<file path="src/rtl/gate_bist_pkg.sv">
// Shared types and constants for the gate-cell BIST controller.
package gate_bist_pkg;

    localparam int unsigned OBS_W = 8;

    typedef logic [OBS_W-1:0] obs_t;

    typedef enum logic [2:0] {
        IDLE,
        DRIVE,
        SETTLE,
        CHECK,
        DONE
    } state_t;

    localparam int unsigned OBS_AND   = 0;
    localparam int unsigned OBS_OR    = 1;
    localparam int unsigned OBS_XOR   = 2;
    localparam int unsigned OBS_NAND  = 3;
    localparam int unsigned OBS_NOR   = 4;
    localparam int unsigned OBS_XNOR  = 5;
    localparam int unsigned OBS_NOT_A = 6;
    localparam int unsigned OBS_NOT_B = 7;

    // Golden response indexed by {a,b}; entry 0 sits in the low byte.
    localparam logic [3:0][OBS_W-1:0] EXP_TABLE = {8'h23, 8'h8E, 8'h4E, 8'hF8};

endpackage

</file>
<file path="src/rtl/gate_bist_if.sv">
// Handshake, result and gate-cell drive/observe signals of the BIST controller.
interface gate_bist_if #(
    parameter int unsigned ERR_W = 8
);
    import gate_bist_pkg::*;

    logic             start;
    logic             a_drv;
    logic             b_drv;
    obs_t             obs;
    logic             busy;
    logic             done;
    logic             pass;
    obs_t             fail_mask;
    logic [ERR_W-1:0] err_count;
    logic [1:0]       first_fail;

    modport master (
        output start, obs,
        input  a_drv, b_drv, busy, done, pass, fail_mask, err_count, first_fail
    );

    modport slave (
        input  start, obs,
        output a_drv, b_drv, busy, done, pass, fail_mask, err_count, first_fail
    );

endinterface

</file>
<file path="src/rtl/gate_bist_expect.sv">
// Combinational golden-response lookup for one {a,b} vector.
module gate_bist_expect
    import gate_bist_pkg::*;
(
    input  logic [1:0] ab,
    output obs_t       exp_c
);

    always_comb begin
        exp_c = EXP_TABLE[ab];
    end

endmodule

</file>
<file path="src/rtl/gate_bist_ctrl.sv">
// BIST sweep controller: drives every {a,b} vector into the gate cell, checks all
// eight outputs against the golden table and accumulates sticky results.
module gate_bist_ctrl #(
    parameter int unsigned NUM_PASSES    = 1,
    parameter int unsigned SETTLE_CYCLES = 1,
    parameter int unsigned ERR_W         = 8
) (
    input  logic        clk,
    input  logic        rst_n,
    gate_bist_if.slave  bus
);
    import gate_bist_pkg::*;

    localparam int unsigned SET_W     = (SETTLE_CYCLES > 1) ? $clog2(SETTLE_CYCLES) : 1;
    localparam int unsigned SET_LAST  = (SETTLE_CYCLES > 0) ? SETTLE_CYCLES - 1 : 0;
    localparam int unsigned PASS_W    = (NUM_PASSES > 1) ? $clog2(NUM_PASSES) : 1;
    localparam int unsigned PASS_LAST = (NUM_PASSES > 0) ? NUM_PASSES - 1 : 0;

    state_t           state;
    logic             a_q;
    logic             b_q;
    logic             busy_q;
    logic             done_q;
    logic             pass_q;
    obs_t             mask_q;
    logic [ERR_W-1:0] err_q;
    logic [1:0]       ff_q;
    logic [SET_W-1:0] settle_cnt;
    logic [PASS_W-1:0] pass_cnt;

    obs_t             exp_c;
    obs_t             diff_c;
    logic             mism_c;
    logic [ERR_W-1:0] err_nxt_c;
    logic             last_vec_c;

    gate_bist_expect u_expect (
        .ab    ({a_q, b_q}),
        .exp_c (exp_c)
    );

    // Compare the current vector and pre-compute the saturating error count.
    always_comb begin
        diff_c     = bus.obs ^ exp_c;
        mism_c     = |diff_c;
        err_nxt_c  = err_q;
        if (mism_c && !(&err_q)) begin
            err_nxt_c = err_q + ERR_W'(1);
        end
        last_vec_c = ({a_q, b_q} == 2'b11) && (pass_cnt == PASS_W'(PASS_LAST));
    end

    always_ff @(posedge clk or negedge rst_n) begin
        if (!rst_n) begin
            state      <= IDLE;
            a_q        <= 1'b0;
            b_q        <= 1'b0;
            busy_q     <= 1'b0;
            done_q     <= 1'b0;
            pass_q     <= 1'b0;
            mask_q     <= '0;
            err_q      <= '0;
            ff_q       <= '0;
            settle_cnt <= '0;
            pass_cnt   <= '0;
        end else begin
            case (state)
                IDLE: begin
                    if (bus.start) begin
                        state      <= DRIVE;
                        busy_q     <= 1'b1;
                        a_q        <= 1'b0;
                        b_q        <= 1'b0;
                        pass_q     <= 1'b0;
                        mask_q     <= '0;
                        err_q      <= '0;
                        ff_q       <= '0;
                        settle_cnt <= '0;
                        pass_cnt   <= '0;
                    end
                end
                DRIVE: begin
                    settle_cnt <= '0;
                    state      <= (SETTLE_CYCLES == 0) ? CHECK : SETTLE;
                end
                SETTLE: begin
                    if (settle_cnt == SET_W'(SET_LAST)) begin
                        state <= CHECK;
                    end else begin
                        settle_cnt <= settle_cnt + SET_W'(1);
                    end
                end
                CHECK: begin
                    // err_q is zero until the first mismatch, since it saturates rather than wraps.
                    if (mism_c) begin
                        mask_q <= mask_q | diff_c;
                        err_q  <= err_nxt_c;
                        if (err_q == '0) begin
                            ff_q <= {a_q, b_q};
                        end
                    end
                    if (last_vec_c) begin
                        state  <= DONE;
                        done_q <= 1'b1;
                        busy_q <= 1'b0;
                        pass_q <= (err_nxt_c == '0);
                        a_q    <= 1'b0;
                        b_q    <= 1'b0;
                    end else begin
                        state      <= DRIVE;
                        {a_q, b_q} <= {a_q, b_q} + 2'd1;
                        if ({a_q, b_q} == 2'b11) begin
                            pass_cnt <= pass_cnt + PASS_W'(1);
                        end
                    end
                end
                DONE: begin
                    done_q <= 1'b0;
                    state  <= IDLE;
                end
                default: state <= IDLE;
            endcase
        end
    end

    assign bus.a_drv      = a_q;
    assign bus.b_drv      = b_q;
    assign bus.busy       = busy_q;
    assign bus.done       = done_q;
    assign bus.pass       = pass_q;
    assign bus.fail_mask  = mask_q;
    assign bus.err_count  = err_q;
    assign bus.first_fail = ff_q;

endmodule

</file>
<file path="src/flat_wrapper.sv">
// flat-port wrapper written by rule: the top's interface ports become plain ports
module gate_bist_ctrl_flat import gate_bist_pkg::*;
#(
    parameter int unsigned NUM_PASSES    = 1,
    parameter int unsigned SETTLE_CYCLES = 1,
    parameter int unsigned ERR_W         = 8
)
  (clk, rst_n, bus_start, bus_obs, bus_a_drv, bus_b_drv, bus_busy, bus_done, bus_pass, bus_fail_mask, bus_err_count, bus_first_fail);
  gate_bist_if #(.ERR_W(ERR_W)) bus_i ();
  input  logic clk;
  input  logic rst_n;
  input wire logic [$bits(bus_i.start)-1:0] bus_start;
  input wire logic [$bits(bus_i.obs)-1:0] bus_obs;
  output wire logic [$bits(bus_i.a_drv)-1:0] bus_a_drv;
  output wire logic [$bits(bus_i.b_drv)-1:0] bus_b_drv;
  output wire logic [$bits(bus_i.busy)-1:0] bus_busy;
  output wire logic [$bits(bus_i.done)-1:0] bus_done;
  output wire logic [$bits(bus_i.pass)-1:0] bus_pass;
  output wire logic [$bits(bus_i.fail_mask)-1:0] bus_fail_mask;
  output wire logic [$bits(bus_i.err_count)-1:0] bus_err_count;
  output wire logic [$bits(bus_i.first_fail)-1:0] bus_first_fail;
  assign bus_i.start = bus_start;
  assign bus_i.obs = bus_obs;
  assign bus_a_drv = bus_i.a_drv;
  assign bus_b_drv = bus_i.b_drv;
  assign bus_busy = bus_i.busy;
  assign bus_done = bus_i.done;
  assign bus_pass = bus_i.pass;
  assign bus_fail_mask = bus_i.fail_mask;
  assign bus_err_count = bus_i.err_count;
  assign bus_first_fail = bus_i.first_fail;
  gate_bist_ctrl #(.NUM_PASSES(NUM_PASSES), .SETTLE_CYCLES(SETTLE_CYCLES), .ERR_W(ERR_W)) u_core (.clk(clk), .rst_n(rst_n), .bus(bus_i));
endmodule
</file>
<file path="config.mk">
export PLATFORM = sky130hd
export DESIGN_NAME = gate_bist_ctrl_flat
export DESIGN_NICKNAME = d
export VERILOG_FILES = /design/src/rtl/gate_bist_pkg.sv /design/src/rtl/gate_bist_if.sv /design/src/rtl/gate_bist_expect.sv /design/src/rtl/gate_bist_ctrl.sv /design/src/flat_wrapper.sv
export SDC_FILE = /design/constraint.sdc
export NUM_CORES = 1
export LEC_CHECK = 0
export ABC_AREA = 1
export CAP_MARGIN = 40
export CORE_AREA = 2 2 61 77
export CTS_CLUSTER_DIAMETER = 30
export DETAILED_ROUTE_END_ITERATION = 16
export DIE_AREA = 0 0 63 79
export PLACE_DENSITY = 0.71
export SETUP_SLACK_MARGIN = 0.3
export SKIP_LAST_GASP = 1
export SLEW_MARGIN = 20
export SYNTH_ARGS = -nofsm -noshare
export SYNTH_HDL_FRONTEND = slang
export SYNTH_HIERARCHICAL = 1
export SYNTH_SLANG_ARGS = --single-unit
export TNS_END_PERCENT = 50
</file>
<file path="constraint.sdc">
create_clock -name clk -period 2.6 [get_ports clk]
set_clock_uncertainty 0.15 [all_clocks]
set_input_delay 0.39 -clock clk [delete_from_list [all_inputs] [get_ports clk]]
set_output_delay 0.39 -clock clk [all_outputs]
set_load 0.05 [all_outputs]
</file>
Yosys cells after proc, flatten, opt, wreduce, memory -nomap -nowiden
Index checks and enable logic that the tools add are counted.
{"block": "op_classes", "n_addsub": 4, "n_lt_le_gt_ge": 1, "eq_ne": 12, "muxes": 33, "bitwise_logic": 3, "n_reduce_logical": 19}
{"op": "$mux 8", "n": 5}
{"op": "$pmux 8 s2", "n": 2}
{"op": "$bmux 8 s2", "n": 1}
{"op": "$logic_not 8->1", "n": 2}
{"op": "$pmux 1 s2", "n": 6}
{"op": "$pmux 3 s4", "n": 1}
{"op": "$mux 1", "n": 10}
{"op": "$mux 3", "n": 3}
{"op": "$add 8x1->8 const B", "n": 1}
{"op": "$ne 2x1->1 const B", "n": 4}
{"op": "$or 8x8->8", "n": 1}
{"op": "$reduce_and 2->1", "n": 4}
{"op": "$reduce_and 4->1", "n": 2}
{"op": "$reduce_and 8->1", "n": 1}
{"op": "$reduce_or 8->1", "n": 1}
{"op": "$xor 8x8->8", "n": 1}
{"op": "$eq 3x2->1 const B", "n": 2}
{"op": "$mux 2", "n": 3}
{"op": "$ne 2x2->1 const B", "n": 3}
{"op": "$reduce_and 3->1", "n": 2}
{"op": "$pmux 2 s2", "n": 1}
{"op": "$reduce_bool 2->1", "n": 2}
{"op": "$eq 3x1->1 const B", "n": 1}
{"op": "$eq 3x3->1 const B", "n": 1}
{"op": "10 further kinds", "n": 12}
{"block": "word_totals", "regBits": 28, "inputBits": 11}

Longest topological paths before layout
Gate-level depths: netlist of run 1.
{"block": "logic_depth", "ltp_word": 9, "depth_mapped": 17, "depth_no_buf": 16}

Modules after synthesis
Netlist of run 1, hierarchy kept.
{"module": "gate_bist_ctrl", "n_inst": 1, "cells_each": 215, "area_each_um2": 1567.8}
{"module": "gate_bist_expect", "n_inst": 1, "cells_each": 9, "area_each_um2": 68.8}

Worst setup path after synthesis of run 1
Ideal clock, no wire load.
{"block": "synth_timing", "path_kind": "reg2reg", "from": "reg u_core.b_q, in the netlist u_core/bus.b_drv", "to": "reg u_core.mask_q[0], in the netlist u_core/bus.fail_mask[0]", "arrival_time_ns": 2.097, "path_slack_ns": 0.234, "path_stages_with_launch": 15, "path_buffers": 0, "cell_sequence": "dfrtp_1 inv_1 ha_1 inv_1 inv_1 nand2_1 nand2_1 nand2_1 nor2_2 nand2_2 nand2_4 nand2_4 inv_2 nor2_1 o21a_1"}
{"block": "synth_via", "elab_chain_cells": 6, "elab_cells_between_ends": 9, "cone_classes": "1 x eq/ne; 4 x mux; 2 x bitwise; 2 x reduce/logical"}
{"item": "start: declaration", "line_no": "gate_bist_ctrl.sv:21", "source": "logic b_q;"}
{"item": "start signal: assignment", "line_no": "gate_bist_ctrl.sv:111", "source": "{a_q, b_q} <= {a_q, b_q} + 2'd1;"}
{"item": "$bmux 8 s2", "line_no": "gate_bist_expect.sv:10", "source": "exp_c = EXP_TABLE[ab];"}
{"item": "$mux 8 (implied by the code)", "line_no": "gate_bist_expect.sv:10"}
{"item": "net u_core.exp_c[7]", "line_no": "gate_bist_ctrl.sv:31", "source": "obs_t exp_c;"}
{"item": "$xor 8x8->8", "line_no": "gate_bist_ctrl.sv:44", "source": "diff_c = bus.obs ^ exp_c;"}
{"item": "$reduce_or 8->1", "line_no": "gate_bist_ctrl.sv:45", "source": "mism_c = |diff_c;"}
{"item": "$ne 2x1->1 (no source line)"}
{"item": "$reduce_and 3->1 (no source line)"}
{"item": "end signal: assignment", "line_no": "gate_bist_ctrl.sv:96", "source": "mask_q <= mask_q | diff_c;"}
{"item": "end: declaration", "line_no": "gate_bist_ctrl.sv:25", "source": "obs_t mask_q;"}
The timed path passes the listed nets, and every way through them passes these cells. The select of a mux whose other input is x is not followed.
A chain may end at the register's enable or synchronous reset.

Final worst setup path of run 1
{"block": "layout_timing", "from": "reg u_core.b_q, in the netlist u_core/bus.b_drv", "to": "out bus_b_drv"}
{"item": "end: declaration", "line_no": "flat_wrapper.sv:15", "source": "output wire logic [$bits(bus_i.b_drv)-1:0] bus_b_drv;"}
No word-level cell between the ends.

==> results of run 1 <==
## power breakdown
group	total [mW]	leakage, nW	internal, mW	switching, mW
Clock	0.244	0.0217	0.109	0.135
Sequential	0.731	0.334	0.597	0.134
Combinational	1.86	0.752	0.641	1.22
## cells in the final DEF, fill, tap and decap left out, types with 2 or more instances in the layout
| master | n |
|---|---|
| nand3_1 | 11 |
| inv_1 | 43 |
| nor2_4 | 3 |
| nor2_1 | 17 |
| clkbuf_8 | 3 |
| nand2_4 | 2 |
| o22ai_1 | 7 |
| xor2_1 | 2 |
| nand2_1 | 70 |
| clkdlybuf4s50_1 | 33 |
| dfrtp_2 | 2 |
| buf_4 | 4 |
| a21oi_1 | 3 |
| o21a_1 | 8 |
| o21ai_0 | 6 |
| nand2_2 | 7 |
| dfrtp_1 | 25 |
| ha_1 | 6 |
## sequential cells by signal, summed over array words and instances, names as in the netlist
register               flops
u_core/bus.err_count       8
u_core/bus.fail_mask       8
u_core/bus.busy            1
u_core/bus.first_fail      2
u_core/pass_cnt            1
u_core/bus.done            1
u_core/bus.a_drv           1
u_core/bus.pass            1
u_core/state               3
u_core/bus.b_drv           1
## routing by layer
layer | up-vias | GRT usage, % | part of all wire [%] | wire, µm
met2 | 39 | 25.9 | 49 | 1810
met4 | 0 | 7.33 | 2.6 | 97
li1 | 772 | - | - | -
met1 | 717 | 19.0 | 45 | 1680
met3 | 8 | 1.56 | 3.6 | 134
met5 | - | 0 | 0 | 0
## layout make-up
| cell class | count | area, µm² |
|---|---|---|
| inverter | 44 | 170 |
| fill | 431 | 2130 |
| sequential | 27 | 678 |
| multi-input combinational | 152 | 827 |
| tap | 58 | 72.6 |
| clock inverter | 1 | 7.51 |
| timing repair buffer | 37 | 360 |
| clock buffer | 3 | 41.3 |
## logic make-up after synthesis
family | count (synthesis) | synth area share (%)
and+or+nand+nor | 115 | 30.7
buffers and inverters | 46 | 11.1
AOI/OAI and AO/OA | 27 | 10.5
DFF | 27 | 41.3
adders and majority gates | 7 | 5.35
xor gates and xnor gates | 2 | 1.07
## timing repair
item / 4_1_cts / 5_1_grt
buffers inserted: 0 / 3
gates resized for setup: 1 / 8
hold buffers: 0 / 0
setup endpoints to repair: 8 / 11
cloned: 0 / 1
pin swaps: 0 / 2
## cells in the mapped netlist (2+ instances only)
library cell,number
nor2_1,17
ha_1,7
o21a_1,8
nor2_2,2
o22ai_1,7
dfrtp_1,27
inv_1,43
nand2_4,2
o21ai_0,6
nand2_2,5
nand2_1,72
nand3_1,11
a21oi_1,3
xor2_1,2
## worst min path at each step
stage,slack (ns),endpoint,startpoint
4_1_cts,0.33,u_core/bus.pass$_DFFE_PN0P_,rst_n
3_5_place_dp,0.32,u_core/bus.busy$_DFFE_PN0P_,u_core/bus.busy$_DFFE_PN0P_
5_1_grt,0.35,u_core/bus.err_count[2]$_DFFE_PN0P_,rst_n
6_report,0.32,u_core/bus.err_count[2]$_DFFE_PN0P_,rst_n
2_1_floorplan,-0.06,u_core/bus.a_drv$_DFFE_PN0P_,rst_n
3_3_place_gp,0.33,u_core/bus.fail_mask[5]$_DFFE_PN0P_,u_core/bus.fail_mask[5]$_DFFE_PN0P_
## critical path, stage by stage, from the launching register on
cell and delay, ns:
dfrtp_2 0.38, buf_4 0.13, clkdlybuf4s50_1 0.81
==> metrics.yaml, run 1 <==
synth_cells: 224
r2r_end: "u_core/bus.fail_mask[1]$_DFFE_PN0P_"
die_w_um: 63
start_kind: "register"
post-route-worst-setup-slack_ns: 0.462
start_util_pct: 38.1
worstReg2RegStart: "u_core/bus.a_drv$_DFFE_PN0P_"
arrival_ns: 1.60
clock-root-buffer: "clkbuf_8"
place_congestion: 0.858
synth_cell_types: 26
boundaryPins: 34
reg2reg_depth: 12
yosysTopAreaCell: "dfrtp_1"
dp_hpwl_um: 2780
cts_tree: "built"
fin_cells: 322
synth_area_leaders: "dfrtp_1 41%, nand2_1 17%, inv_1 9.9%, ha_1 5.4%, nor2_1 3.9%"
clk_pin_slew_ns: 0.10
worstPathMaxFanout: 4
wl_per_cell_um: 11.6
vias: 1536
grt_max_degree: 28
synthArstFlopShare_pct: 100
tightest_slew_ns: 0.586
outcome: "finished, final reports clean"
final_util_pct: 50.3
antenna_cells: 0
globalRouteTotalUtil_pct: 15.1
hold_slack_ns: 0.318
ctsHtreeMaxLevel: 1
ys_warn_count: 6
setup_viol: 0
final_hold_viol_count: 0
cts_made_buffers: 3
synth_top_area_share_pct: 41.3
routed_wirelength_um: 3720
placedInstanceArea_um2: 2030
syn_to_final_growth_pct: 31.8
synth-edff-count: 0
worstHoldPathType: "in -> async"
fp-row-count: 27
synth-main-ff-cell: "dfrtp_1"
end_kind: "output pin"
endpoint: "bus_b_drv"
io_buffers: 33
die_y_um: 79
slew_headroom_pct: 60.8
die-area_um2: 4980
cts_sinks: 27
synth_area_um2: 1640
clock_latency_ns: 0.28
first_pass_iters: 4
fmax_mhz: 468
synth_nets: 242
design_area_um2: 2160
p_per_area_nw_per_um2: 1310
max-cap-violations: 0
grt_remaining_overflow: 0
viasPerCell: 4.77
dp_cells: 314
critPathKind: "reg -> out"
cts_buffer_depth: 2
final_max_slew_viol_count: 0
irDropWorstVdd_v: 0.000420
cp.required_ns: 2.06
drcViolationCount: 0
ff2ff_setup_slack_ns: 0.47
place_ws_ns: 0.253
cellLeakagePower_nw: 1.11
report.power.total_mw: 2.83
coreArea_um2: 4290
ys_ff_latch: 27
grt_setup_unrepaired: "false"
antenna_found_initial: 0
fin_crit_sh_pct: 82.2
drive_gt1_share_pct: 9.85
ys_seq_area_share_pct: 41.3
synth_area_per_cell_um2: 7.31
period_needed_ns: 2.14
drt_iter0_markers: 75
detail-route-antenna-nets: 0
totalNegativeSetupSlack_ns: 0
cp-startpoint: "u_core/bus.b_drv$_DFFE_PN0P_"
grt_pass1_vias: 1424
grt_pass1_wl_um: 6070
final_nets: 283
Note: power is estimated with default switching activity, not from simulation.
==> run 2: changes to the inputs <==
clock period = 2 ns   (was 2.6 ns; I/O delays follow)
==> run 2 against run 1 <==
The run now ends with setup timing left. Flip-flop and latch count did not move. Worst setup slack worse by 0.48 ns. Wire length is 11% higher. Combinational power increased by 65%. Register-to-register slack got worse by 0.49 ns. Via count is 4.1% higher. Clock power grew 31%. Final area grew 13%. Die area unchanged. Sequential share of layout area decreased by 3.7 points. Critical path type is now reg -> reg. Largest cell class unchanged. Largest power group unchanged. Highest routed layer unchanged.
==> metrics.yaml, run 2 (synthesis gave the netlist of run 1 again) <==
outcome: "finished with violations"  # was finished, final reports clean
violations: "setup timing"
final_max_slew_viol_count: 0  # unchanged
grt_setup_unrepaired: "true"  # was false
drcViolationCount: 0  # unchanged
routed_wirelength_um: 4130  # was 3720 µm
irDropWorstVdd_v: 0.000865  # was 0.000420 V
boundaryPins: 34  # unchanged
syn_to_final_growth_pct: 49.5  # was 31.8%
critPathKind: "reg -> reg"  # was reg -> out
cts_buffer_depth: 2  # unchanged
p_sw_share_pct: 50.8  # was 52.5%
p_seq_share_pct: 22.1  # was 25.8%
cp-startpoint: "u_core/bus.b_drv$_DFFE_PN0P_"  # unchanged
cell_internal_pwr_mw: 2.13  # was 1.35 mW
fmax_mhz: 494
met2_usage_pct: 31.5  # was 25.9%
first_pass_iters: 4  # unchanged
endpoint: "u_core/bus.fail_mask[2]$_DFFE_PN0P_"  # was bus_b_drv
io_buffers: 33  # unchanged
grt_remaining_overflow: 0  # unchanged
cts_tree: "built"  # unchanged
cp.required_ns: 2.03  # was 2.06 ns
p_clk_share_pct: 7.4  # was 8.6%
die_y_um: 79  # unchanged
fin_crit_sh_pct: 101
drive_gt1_share_pct: 32.5  # was 9.85%
r2r_end: "u_core/bus.fail_mask[2]$_DFFE_PN0P_"  # was u_core/bus.fail_mask[1]$_DFFE_PN0P_
grt_max_degree: 16  # was 28
final_hold_viol_count: 0  # unchanged
mostFrequentLayoutCell: "nand2_1"  # unchanged
clock_latency_ns: 0.28  # about the same
dp_hpwl_um: 2960  # was 2780 µm
ff2ff_setup_slack_ns: -0.02  # was 0.47 ns
grt_use_met3_pct: 0.992  # was 1.56%
detail-route-antenna-nets: 0  # unchanged
most-common-layout-cells: "61 x nand2_1, 37 x inv_1, 36 x buf_4"  # was 70 x nand2_1, 43 x inv_1, 33 x clkdlybuf4s50_1
p_per_area_nw_per_um2: 1770  # was 1310 nW/µm²
grt_pass1_vias: 1593  # was 1424
place_congestion: 0.852  # was 0.858
final_nets: 305  # was 283
slew_headroom_pct: 65.2  # was 60.8%
drt_iter0_markers: 42  # was 75
antenna_found_initial: 0  # unchanged
vias: 1599  # was 1536
cpPeakStageDelay_ns: 0.46  # was 0.81 ns
switching_power_mw: 2.20  # was 1.49 mW
setup_viol: 8  # was 0
coreArea_um2: 4290  # unchanged
die_w_um: 63  # unchanged
clock-root-buffer: "clkbuf_8"  # unchanged
viasPerCell: 4.65  # was 4.77
antenna_cells: 0  # unchanged
grt_pass1_wl_um: 6740  # was 6070 µm
period_needed_ns: 2.02
wl_per_cell_um: 12.0  # was 11.6 µm
globalRouteTotalUtil_pct: 17.2  # was 15.1%
max-cap-violations: 0  # unchanged
power_frac_comb_pct: 70.6  # was 65.6%
place_ws_ns: -0.105  # was 0.253 ns
die-area_um2: 4980  # unchanged
cellLeakagePower_nw: 1.27  # was 1.11 nW
post-route-worst-setup-slack_ns: -0.0227  # was 0.462 ns
slowest_stage: "dfrtp_2"  # was clkdlybuf4s50_1
worstHoldPathType: "in -> async"  # unchanged
totalNegativeSetupSlack_ns: -0.116  # was 0 ns
n_fill_cell: 383  # was 431
ctsHtreeMaxLevel: 1  # unchanged
cts_made_buffers: 3  # unchanged
reg2reg_depth: 12  # unchanged
fp-row-count: 27  # unchanged
start_kind: "register"  # unchanged
path_cells: "ha_1 -> inv_1 -> nand2_1 -> nand2_1 -> nand2_1 -> nor2_4 -> nand2_4 -> nand2_4 -> nand2_4 -> clkinv_8 -> nor2_4 -> o21a_1"  # was buf_4 -> clkdlybuf4s50_1
top_usage_layer: "met2"  # unchanged
clk_pin_slew_ns: 0.09  # was 0.10 ns
arrival_ns: 2.05  # was 1.60 ns
hold_slack_ns: 0.202  # was 0.318 ns
worstReg2RegStart: "u_core/bus.b_drv$_DFFE_PN0P_"  # was u_core/bus.a_drv$_DFFE_PN0P_
start_util_pct: 38.1  # unchanged
gr-usage-met1_pct: 19.8  # was 19.0%
worstPathMaxFanout: 8  # was 4
cts_sinks: 27  # unchanged
end_kind: "register"  # was output pin
tightest_slew_ns: 0.521  # was 0.586 ns
[run 2: worst max-delay path, delay by kind of cell (launching register included)]
family	cells	cell delay (ns)
simple gates	8	0.76
buf+inv	2	0.18
compound gates	1	0.17
fa+ha+maj	1	0.21
flops	1	0.46
[run 2: what timing repair did]
action,CTS,global route
hold endpoints to repair,0,0
resized for setup,20,29
setup buffers,9,1
pin swaps,3,9
hold buffers,0,0
setup endpoints to repair,30,33
cloned,1,0
[run 2: how the worst min path moves through the flow]
stage	from	endpoint	slack [ns]	cells past startpoint
6_report	rst_n	u_core/bus.done$_DFFE_PN0P_	0.20	1
5_1_grt	rst_n	u_core/bus.done$_DFFE_PN0P_	0.25	1
4_1_cts	rst_n	u_core/state[2]$_DFFE_PN0P_	0.21	1
3_5_place_dp	u_core/bus.busy$_DFFE_PN0P_	u_core/bus.busy$_DFFE_PN0P_	0.31	2
3_3_place_gp	u_core/bus.busy$_DFFE_PN0P_	u_core/bus.busy$_DFFE_PN0P_	0.31	2
2_1_floorplan	rst_n	u_core/bus.a_drv$_DFFE_PN0P_	-0.15	0
[run 2: metrics by stage]
stage	power [mW]	cell area (µm²)	instances	utilization (%)
2_1_floorplan	2.62	1650	224	-
3_3_place_gp	3.49	2140	329	50.0
3_5_place_dp	3.52	2140	329	50.0
4_1_cts	4.16	2350	343	54.7
5_1_grt	4.66	2450	344	57.0
6_report	4.34	2450	344	57.0
[run 2: routing by layer]
metal	vias to the layer above	share of wire [%]
met3	7	2.0
met4	0	2.6
li1	812	-
met5	-	0
met1	750	43
met2	30	52
[run 2: layout make-up]
cell class | instances | area [µm²] | share of cell area [%]
clock buffers | 3 | 41.3 | 1.69
clock inverters | 1 | 5.00 | 0.205
inverters | 44 | 185 | 7.57
multi-input cells | 152 | 952 | 38.9
flip-flops and latches | 27 | 678 | 27.7
well taps | 58 | 72.6 | 2.97
repair buffers | 59 | 512 | 20.9
[run 2: power by group through the flow]
stage | Combinational (mW) | Sequential (mW) | Clock, mW
after floorplan | 0.987 | 1.63 | 0
after global placement | 2.53 | 0.962 | 0
after detailed placement | 2.55 | 0.969 | 0
after CTS | 2.87 | 0.960 | 0.333
after global routing | 3.32 | 0.986 | 0.347
final | 3.06 | 0.957 | 0.320
==> run 3: changes to the inputs <==
PLACE_DENSITY = 0.76   (was 0.71)
clock period = 1.8 ns   (was 2 ns; I/O delays follow)
==> run 3 against run 2 <==
The run still ends with setup timing left. Register-to-register slack worse by 0.19 ns. Wire length down 0.80%. First-iteration DRC count up 33%. Maximum frequency up 0.39%. Combinational power up 8.8%. Critical path type unchanged.
==> metrics.yaml, run 3 (synthesis gave the netlist of run 1 again) <==
start_util_pct: 38.1  # unchanged
cellLeakagePower_nw: 1.26  # was 1.27 nW
critPathKind: "reg -> reg"  # unchanged
die_y_um: 79  # unchanged
p_per_area_nw_per_um2: 1990  # was 1770 nW/µm²
top_usage_layer: "met2"  # unchanged
met2_usage_pct: 31.5  # unchanged
grt_setup_unrepaired: "true"  # unchanged
end_kind: "register"  # unchanged
tightest_slew_ns: 0.345  # was 0.521 ns
reg2reg_depth: 14  # was 12
clk_pin_slew_ns: 0.10  # was 0.09 ns
coreArea_um2: 4290  # unchanged
setup_viol: 19  # was 8
final_max_slew_viol_count: 0  # unchanged
violations: "setup timing"  # unchanged
antenna_cells: 0  # unchanged
period_needed_ns: 2.01  # was 2.02 ns
routed_wirelength_um: 4090  # was 4130 µm
cp.required_ns: 1.83  # was 2.03 ns
grt_use_met3_pct: 1.13  # was 0.992%
grt_pass1_vias: 1606  # was 1593
syn_to_final_growth_pct: 45.6  # was 49.5%
slew_headroom_pct: 77.0  # was 65.2%
grt_remaining_overflow: 0  # unchanged
start_kind: "register"  # unchanged
hold_buffers: 0  # unchanged
r2r_end: "u_core/bus.fail_mask[3]$_DFFE_PN0P_"  # was u_core/bus.fail_mask[2]$_DFFE_PN0P_
final_hold_viol_count: 0  # unchanged
arrival_ns: 2.05  # about the same
ff2ff_setup_slack_ns: -0.21  # was -0.02 ns
most-common-layout-cells: "60 x nand2_1, 48 x buf_4, 38 x inv_1"  # was 61 x nand2_1, 37 x inv_1, 36 x buf_4
cts_tree: "built"  # unchanged
clock_latency_ns: 0.28  # about the same
globalRouteTotalUtil_pct: 17.1  # was 17.2%
design_area_um2: 2380  # was 2450 µm²
totalNegativeSetupSlack_ns: -3.57  # was -0.116 ns
grt_pass1_wl_um: 6890  # was 6740 µm
worstHoldPathType: "in -> async"  # unchanged
cts_made_buffers: 3  # unchanged
dp_hpwl_um: 3030  # was 2960 µm
fp-row-count: 27  # unchanged
irDropWorstVdd_v: 0.000670  # was 0.000865 V
vias: 1636  # was 1599
fin_crit_sh_pct: 112  # was 101%
n_fill_cell: 402  # was 383
outcome: "finished with violations"  # unchanged
seqCellArea_um2: 678  # unchanged
boundaryPins: 34  # unchanged
drcViolationCount: 0  # unchanged
max-cap-violations: 0  # unchanged
cts_sinks: 27  # unchanged
clock-root-buffer: "clkbuf_8"  # unchanged
first_pass_iters: 4  # unchanged
die-area_um2: 4980  # unchanged
place_congestion: 0.852  # about the same
detail-route-antenna-nets: 0  # unchanged
mostFrequentLayoutCell: "nand2_1"  # unchanged
fmax_mhz: 496  # was 494 MHz
final_nets: 307  # was 305
worstPathMaxFanout: 8  # unchanged
antenna_found_initial: 0  # unchanged
placedInstanceArea_um2: 2150  # was 2140 µm²
dp_cells: 334  # was 329
drive_gt1_share_pct: 35.1  # was 32.5%
drt_iter0_markers: 56  # was 42
worstReg2RegStart: "u_core/bus.b_drv$_DFFE_PN0P_"  # unchanged
die_w_um: 63  # unchanged
viasPerCell: 4.73  # was 4.65
cts_buffer_depth: 2  # unchanged
io_buffers: 33  # unchanged
multi_input_area_um2: 895  # was 952 µm²
grt_max_degree: 28  # was 16
post-route-worst-setup-slack_ns: -0.215  # was -0.0227 ns
wl_per_cell_um: 11.8  # was 12.0 µm
gr-usage-met1_pct: 20.3  # was 19.8%
fin_cells: 346  # was 344
ctsHtreeMaxLevel: 1  # unchanged
-- run 3: final cells by class --
class | count | share of cell area [%]
Tap cell | 58 | 3.05
Clock buffer | 3 | 1.73
Multi-Input combinational cell | 152 | 37.6
Inverter | 44 | 7.77
Sequential cell | 27 | 28.5
Clock inverter | 1 | 0.315
Timing Repair Buffer | 61 | 21.1
-- run 3: how the worst max path moves through the flow --
stage | from | to | depth (start not counted)
floorplan | u_core/bus.b_drv$_DFFE_PN0P_ | u_core/bus.fail_mask[2]$_DFFE_PN0P_ | 14
global placement | u_core/bus.a_drv$_DFFE_PN0P_ | u_core/bus.pass$_DFFE_PN0P_ | 15
detailed placement | u_core/bus.a_drv$_DFFE_PN0P_ | u_core/bus.pass$_DFFE_PN0P_ | 15
CTS | u_core/bus.b_drv$_DFFE_PN0P_ | u_core/bus.fail_mask[1]$_DFFE_PN0P_ | 13
global route | u_core/bus.b_drv$_DFFE_PN0P_ | u_core/bus.pass$_DFFE_PN0P_ | 16
finish | u_core/bus.b_drv$_DFFE_PN0P_ | u_core/bus.fail_mask[3]$_DFFE_PN0P_ | 14
-- run 3: stage by stage --
| stage | power (mW) | hold WS, ns | utilization [%] | worst slack, ns |
|---|---|---|---|---|
| floorplan | 2.91 | -0.176 | - | -0.277 |
| CTS | 4.55 | 0.212 | 53.7 | -0.228 |
| detailed placement | 3.96 | 0.314 | 50.2 | -0.341 |
| global placement | 3.91 | 0.318 | 50.2 | -0.310 |
| global route | 5.08 | 0.232 | 55.5 | -0.339 |
| finish | 4.75 | 0.195 | 55.5 | -0.215 |
-- run 3: what timing repair did --
| action | CTS | global route |
|---|---|---|
| setup buffers | 6 | 1 |
| gates cloned | 1 | 0 |
| setup endpoints to repair | 22 | 25 |
| gates resized for setup | 16 | 24 |
| pin swaps | 6 | 5 |
-- run 3: critical path: stages, from the launching register on --
cell      delay, ns
dfrtp_2        0.44
inv_4          0.06
ha_4           0.29
inv_4          0.04
inv_2          0.05
nand2_2        0.05
nand2_2        0.07
nand2_2        0.06
nor2_4         0.12
nand2_4        0.11
nand2_4        0.09
nand2_4        0.09
clkinv_8       0.11
nor2_2         0.04
o21a_1         0.15
-- run 3: metal layers --
layer  routed length (µm)  part of all wire, %  up-vias
met4                   88                  2.2        0
met5                    0                    0        -
met3                  176                  4.3        9
met2                 2140                   52       47
met1                 1690                   41      762
li1                     -                    -      818
-- run 3: report_power, final --
part / internal (mW) / switching [mW] / total [mW]
Combinational: 1.31 / 2.02 / 3.33
Clock: 0.158 / 0.213 / 0.371
Sequential: 0.861 / 0.182 / 1.04
